$ cat src/rtl/frame_word_serializer.sv
// -----------------------------------------------------------------------------
// frame_word_serializer
//
// Captures words from the frame generator into a circular word store and
// drains them in address order onto a bipolar return-to-zero line pair.
// Each WORD_W-bit word goes out MSB first. Each bit cell is BIT_DIV clocks
// long. A '1' drives ser_p high for the first half of its cell. A '0' drives
// ser_n high for the first half of its cell. Each word is followed by
// GAP_BITS idle cells.
//
// Ports:
//   clk        system clock, all logic on posedge
//   rst_n      asynchronous active-low reset
//   wr_valid   one-cycle write strobe
//   wr_addr    store address of the write
//   wr_data    word to store
//   tx_en      transmit enable (level)
//   ser_p      positive line (first half of a '1' cell)
//   ser_n      negative line (first half of a '0' cell)
//   tx_busy    high while a word is loading, shifting or in its gap
//   word_done  one-cycle pulse on the last clock of the gap
//   level      words pending, 0..2**ADDR_W
//   ovf        sticky overflow flag (write while full)
//   par_err    parity error pulse; active only when PAR_CHECK_EN is defined
//
// Build option:
//   PAR_CHECK_EN  When defined, each loaded word is checked for odd parity.
//                 The marker word 0FFFF and the filler word 00000 are exempt.
//                 A failing word pulses par_err in the cycle after LOAD.
//                 When undefined, par_err is tied to 0.
// -----------------------------------------------------------------------------
module frame_word_serializer #(
  parameter int ADDR_W   = 8,
  parameter int WORD_W   = 18,
  parameter int BIT_DIV  = 16,
  parameter int GAP_BITS = 4
) (
  input  logic              clk,
  input  logic              rst_n,
  input  logic              wr_valid,
  input  logic [ADDR_W-1:0] wr_addr,
  input  logic [WORD_W-1:0] wr_data,
  input  logic              tx_en,
  output logic              ser_p,
  output logic              ser_n,
  output logic              tx_busy,
  output logic              word_done,
  output logic [ADDR_W:0]   level,
  output logic              ovf,
  output logic              par_err
);

  localparam int DEPTH   = 1 << ADDR_W;
  localparam int HALF    = BIT_DIV / 2;
  localparam int GAP_LEN = GAP_BITS * BIT_DIV;
  localparam int CW      = $clog2(BIT_DIV);
  localparam int BW      = $clog2(WORD_W);
  localparam int GW      = $clog2(GAP_LEN);
  localparam logic [ADDR_W:0] LVL_MAX = (ADDR_W+1)'(DEPTH);

  typedef enum logic [1:0] {S_IDLE, S_LOAD, S_SHIFT, S_GAP} state_t;

  state_t            state;
  logic [WORD_W-1:0] mem [DEPTH];
  logic [WORD_W-1:0] rd_word;
  logic [WORD_W-1:0] shreg;
  logic [ADDR_W-1:0] rd_ptr;
  logic              first_seen;
  logic [CW-1:0]     clk_cnt;
  logic [CW-1:0]     clk_nxt;
  logic [BW-1:0]     bit_cnt;
  logic [GW-1:0]     gap_cnt;
  logic              is_load;

  assign is_load = (state == S_LOAD);
  assign rd_word = mem[rd_ptr];
  assign clk_nxt = clk_cnt + 1'b1;

  // Word store: data only, no reset. A LOAD in the same cycle as a write
  // to rd_ptr still sees the old word, because the write lands at the edge.
  always_ff @(posedge clk) begin
    if (wr_valid) begin
      mem[wr_addr] <= wr_data;
    end
  end

  // Occupancy, overflow and read pointer
  always_ff @(posedge clk or negedge rst_n) begin
    if (!rst_n) begin
      level      <= '0;
      ovf        <= 1'b0;
      rd_ptr     <= '0;
      first_seen <= 1'b0;
    end else begin
      if (wr_valid && level == LVL_MAX) begin
        ovf <= 1'b1;
      end
      case ({wr_valid, is_load})
        2'b10: if (level != LVL_MAX) level <= level + 1'b1;
        2'b01: level <= level - 1'b1;
        default: ;  // no change, or write and load cancel
      endcase
      // The stream starts wherever the first write after reset lands
      if (wr_valid && !first_seen) begin
        rd_ptr     <= wr_addr;
        first_seen <= 1'b1;
      end else if (is_load) begin
        rd_ptr <= rd_ptr + 1'b1;
      end
    end
  end

  // Transmit FSM. The line outputs are registered one step ahead, so each
  // branch sets the value the lines carry in the following cycle.
  always_ff @(posedge clk or negedge rst_n) begin
    if (!rst_n) begin
      state     <= S_IDLE;
      shreg     <= '0;
      clk_cnt   <= '0;
      bit_cnt   <= '0;
      gap_cnt   <= '0;
      ser_p     <= 1'b0;
      ser_n     <= 1'b0;
      tx_busy   <= 1'b0;
      word_done <= 1'b0;
    end else begin
      case (state)
        S_IDLE: begin
          ser_p     <= 1'b0;
          ser_n     <= 1'b0;
          word_done <= 1'b0;
          if (tx_en && level != '0) begin
            state   <= S_LOAD;
            tx_busy <= 1'b1;
          end
        end

        S_LOAD: begin
          shreg   <= rd_word;
          clk_cnt <= '0;
          bit_cnt <= '0;
          ser_p   <= rd_word[WORD_W-1];
          ser_n   <= ~rd_word[WORD_W-1];
          state   <= S_SHIFT;
        end

        S_SHIFT: begin
          if (clk_cnt == CW'(BIT_DIV-1)) begin
            clk_cnt <= '0;
            if (bit_cnt == BW'(WORD_W-1)) begin
              gap_cnt <= '0;
              ser_p   <= 1'b0;
              ser_n   <= 1'b0;
              state   <= S_GAP;
            end else begin
              // Rotate so the next bit sits at the MSB; its pulse starts now
              bit_cnt <= bit_cnt + 1'b1;
              shreg   <= {shreg[WORD_W-2:0], shreg[WORD_W-1]};
              ser_p   <= shreg[WORD_W-2];
              ser_n   <= ~shreg[WORD_W-2];
            end
          end else begin
            clk_cnt <= clk_nxt;
            if (clk_nxt >= CW'(HALF)) begin
              ser_p <= 1'b0;
              ser_n <= 1'b0;
            end
          end
        end

        S_GAP: begin
          gap_cnt   <= gap_cnt + 1'b1;
          word_done <= (gap_cnt == GW'(GAP_LEN-2));
          if (gap_cnt == GW'(GAP_LEN-1)) begin
            word_done <= 1'b0;
            tx_busy   <= 1'b0;
            state     <= S_IDLE;
          end
        end

        default: state <= S_IDLE;
      endcase
    end
  end

`ifdef PAR_CHECK_EN
  localparam logic [WORD_W-1:0] MARKER = WORD_W'(18'h0FFFF);

  // Odd parity required; marker and all-zero filler are exempt
  always_ff @(posedge clk or negedge rst_n) begin
    if (!rst_n) begin
      par_err <= 1'b0;
    end else begin
      par_err <= is_load && !(^rd_word) &&
                 (rd_word != MARKER) && (rd_word != '0);
    end
  end
`else
  assign par_err = 1'b0;
`endif

endmodule
$ cat config.mk
export PLATFORM = sky130hd
export DESIGN_NAME = frame_word_serializer
export DESIGN_NICKNAME = d
export VERILOG_FILES = /design/src/rtl/frame_word_serializer.sv
export SDC_FILE = /design/constraint.sdc
export NUM_CORES = 2
export LEC_CHECK = 0
export CAP_MARGIN = 20
export CORE_MARGIN = 2
export CORE_UTILIZATION = 51
export DETAILED_ROUTE_END_ITERATION = 10
export GPL_ROUTABILITY_DRIVEN = 1
export PLACE_DENSITY = 0.73
export SETUP_SLACK_MARGIN = 0.3
export SLEW_MARGIN = 20
export SYNTH_ARGS = -nofsm -noshare
export SYNTH_HDL_FRONTEND = slang
export SYNTH_MEMORY_MAX_BITS = 65536
export SYNTH_SLANG_ARGS = --single-unit
$ cat constraint.sdc
create_clock -name clk -period 4.2 [get_ports clk]
set_input_delay 0.84 -clock clk [delete_from_list [all_inputs] [get_ports clk]]
set_output_delay 0.84 -clock clk [all_outputs]
set_load 0.01 [all_outputs]
==> results by group <==
Run status
  • Outcome: finished, violations left
  • Failing checks: DRC

Global route
  • Global-route wire length before repair: roughly 720000 µm
  • Largest net degree at the start of global routing: around 170
  • Grt peak-use layer: met2
  • Gr ovfl total: 0
  • Routing usage on met3: 0.0852
  • Met1 GRT Util: 0.381
  • Initial antenna violation count: 31
  • Aggregate global-route resource usage: 0.284
  • Vias in the first global route: between 90000 and 100k
  • Grt met2 use: 0.427

Timing
  • RSZ-0062 raised after global routing: true
  • Hold Fails Final Rpt: 0
  • Fin Hold WS: roughly 0.080 ns
  • Worst clock skew: roughly 0.074 ns
  • Final min period: around 4.0 ns
  • Post-route clock period utilization: 0.962
  • Slew margin rel.: 0.0564
  • Final setup fails: 0
  • Pins over their slew limit: 0
  • Slew @ Worst Pin: about 1.4 ns
  • Fmax: approximately 0.25 GHz
  • TNS Setup: 0 ns

Power and ir drop
  • Peak VDD IR: 0.436 mV
  • Leakage: 66.4 nW
  • PD cells: 500 nW/µm²

Job
  • Max-Cap Viols: 0

Detailed routing
  • Via count: about 96000
  • Via-per-instance ratio: 6.67
  • Pre-antenna DRT Iters: 10
  • Drt drc: 10
  • DRT Wirelength: a little over 500000 µm
  • Wire per inst: 36.2 µm
  • Final ANT Viol Nets: 0
  • Initial DRC count: 16200

Synth
  • Post-Syn Area per Cell: roughly 21 µm²
  • EDFF count, synth: 4608
  • Yosys cell types: between 90 and 100
  • Most used DFF post-synth: edfxtp_1
  • Flops & latches, synth: around 4700
  • Sequential share of the synthesized area: 0.767
  • Mapped Cells: 8530
  • Yosys top cell area share: 0.759
  • Net Count, Synth: 8578
  • Fraction of registers with async set/reset: 0.0124
  • Area leader, netlist: edfxtp_1
  • Ys Warns: 0
  • Mapped Area: between 150000 and 200000 µm²
  • Area contributors post-synth: edfxtp_1 (76%), mux4_2 (11%), mux2i_1 (3.7%)

Clock tree
  • Root Driver: clkbuf_16
  • CTS Sinks: 4666
  • Num CTS Buffers: 440
  • Clk_lat worst skew: 1.01 ns
  • H-tree levels: 5
  • CTS tree: built
  • Clock Path Buffers: 4
  • CTS clk-pin slew, worst paths: 0.06 ns

Finish
  • Proportion of layout cells with a drive suffix above 1: 0.272
  • Commonest non-fill, non-tap cell in the layout: edfxtp_1
  • Final Util: 0.582
  • Area Overhead vs Synth: 13.5%
  • Most frequent cells in the layout: edfxtp_1 (4608), mux4_2 (882), mux2i_1 (664)
  • Nets: about 9300

Min path
  • Hold crit path type: input port to flop
  • Min-delay src: wr_data[7]

Critical path
  • CP startpoint: rd_ptr[5]$_DFFE_PN0P_
  • Critical Path Fanout Max: 16
  • Critical Path Max Stage Delay: 0.90 ns
  • CP top delay family: compound AO/OA/AOI/OAI gates
  • Worst endpoint required time: just over 5 ns
  • Reg2reg start: rd_ptr[5]$_DFFE_PN0P_
  • CP max-delay cell: dfrtp_2
  • CP Capture Type: flop
  • Critical Path AT: approximately 5.0 ns
  • Buf/Inv on CP: 1
  • Worst path cell trace: nand3b_1, buf_4, a21oi_1, o221ai_1, nand4_1, o22ai_1, o21ai_1, a32o_1
  • Setup CP Type: flop to flop
  • Setup crit start kind: flop

Place
  • Post-DP HPWL: about 310000 µm
  • Port bufs: 43
  • GPL Wtd Cong: 0.946

Floorplanning
  • Initial Util: 0.512
  • Die width: between 600 and 700 µm
  • Core Area: roughly 360000 µm²
  • Die Area: 362000 µm²
  • Cell Rows: 219
  • Die extent in y: 602 µm
  • Top Ports: 45
==> cell usage after synthesis, types with 18 or more instances <==
library cell	number
nor3_1	64
mux4_1	50
o221ai_1	115
edfxtp_1	4608
a22o_1	18
a221oi_1	57
buf_2	124
dfrtp_1	58
a21oi_1	163
o21ai_0	114
nor2b_1	20
o31ai_1	20
o22ai_1	110
buf_12	28
nand2_1	175
a221o_1	29
clkbuf_1	151
buf_6	81
buf_4	41
a22oi_1	82
nand3_1	59
buf_8	48
mux4_2	882
a31oi_1	39
mux2i_1	667
a211oi_1	41
mux2_2	32
nor2_1	347
==> final cells by class <==
class | instances | area (µm²)
Timing Repair Buffer | 779 | 7480
Sequential cell | 4666 | 140000
Antenna cell | 13 | 32.5
Inverter | 21 | 91.3
Tap cell | 4751 | 5940
Clock inverter | 260 | 2810
Fill cell | 24800 | 149000
Multi-Input combinational cell | 3329 | 39200
Clock buffer | 537 | 11500
==> worst paths after layout <==
kind | endpoint | slack (ns) | cells past startpoint
hold / removal | mem[164][7]$_DFFE_PP_ | 0.08 | 1
hold reg to reg | first_seen$_DFFE_PN0P_ | 0.48 | 1
setup / recovery | shreg[2]$_DFFE_PN0P_ | 0.16 | 8
min in group asynchronous | level[6]$_DFFE_PN0P_ | 0.53 | 2
setup reg to reg | shreg[2]$_DFFE_PN0P_ | 0.16 | 8
max in group asynchronous | rd_ptr[3]$_DFFE_PN0P_ | 2.53 | 3
==> repair_timing <==
action	in CTS	in global routing
hold buffers	1	0
gates cloned	0	1
gates resized for setup	9	21
setup buffers	4	0
endpoints found under the hold margin	32	0
pin swaps	1	0
endpoints found under the setup margin	10	13
==> where the power goes <==
part	internal [mW]	leakage (nW)	total (mW)	switching [mW]
logic	4.54	17.3	12.2	7.65
registers	51.3	42.2	51.5	0.162
clock network	22.5	6.94	39.7	17.3
==> routing by layer <==
metal  routed length, µm  vias up
met3               76500     1275
li1                    -    37300
met1              179000    49600
met5                  76        -
met4               29600       10
met2              235000     7537
==> sequential cells by signal (all words and copies together), names as in the netlist, 2 cells and up <==
signal   flops
mem       4608
shreg       18
level        9
rd_ptr       8
gap_cnt      6
bit_cnt      5
clk_cnt      4
state        2
==> logic make-up (layout without fill, tap and decap cells) <==
family / after synthesis / count (layout) / share of synthesized area
xor+xnor: 18 / 18 / 0.000865
other cells: 1 / 14 / 0.0000206
mux: 1631 / 1631 / 0.155
compound gates: 908 / 908 / 0.0352
fa+ha+maj: 18 / 18 / 0.00128
flops: 4666 / 4666 / 0.767
simple gates: 753 / 753 / 0.0181
buf+inv: 535 / 1597 / 0.0224
==> stage by stage <==
stage	setup WS, ns	instance area (µm²)	power, mW	std cells
2_1_floorplan	0.963	182000	59.2	8530
3_3_place_gp	0.0171	192000	64.0	13500
3_5_place_dp	0.0491	192000	64.2	13500
4_1_cts	0.327	207000	103	14300
5_1_grt	0.231	207000	106	14400
6_report	0.159	207000	103	14400
Note: power is estimated with default switching activity, not from simulation.
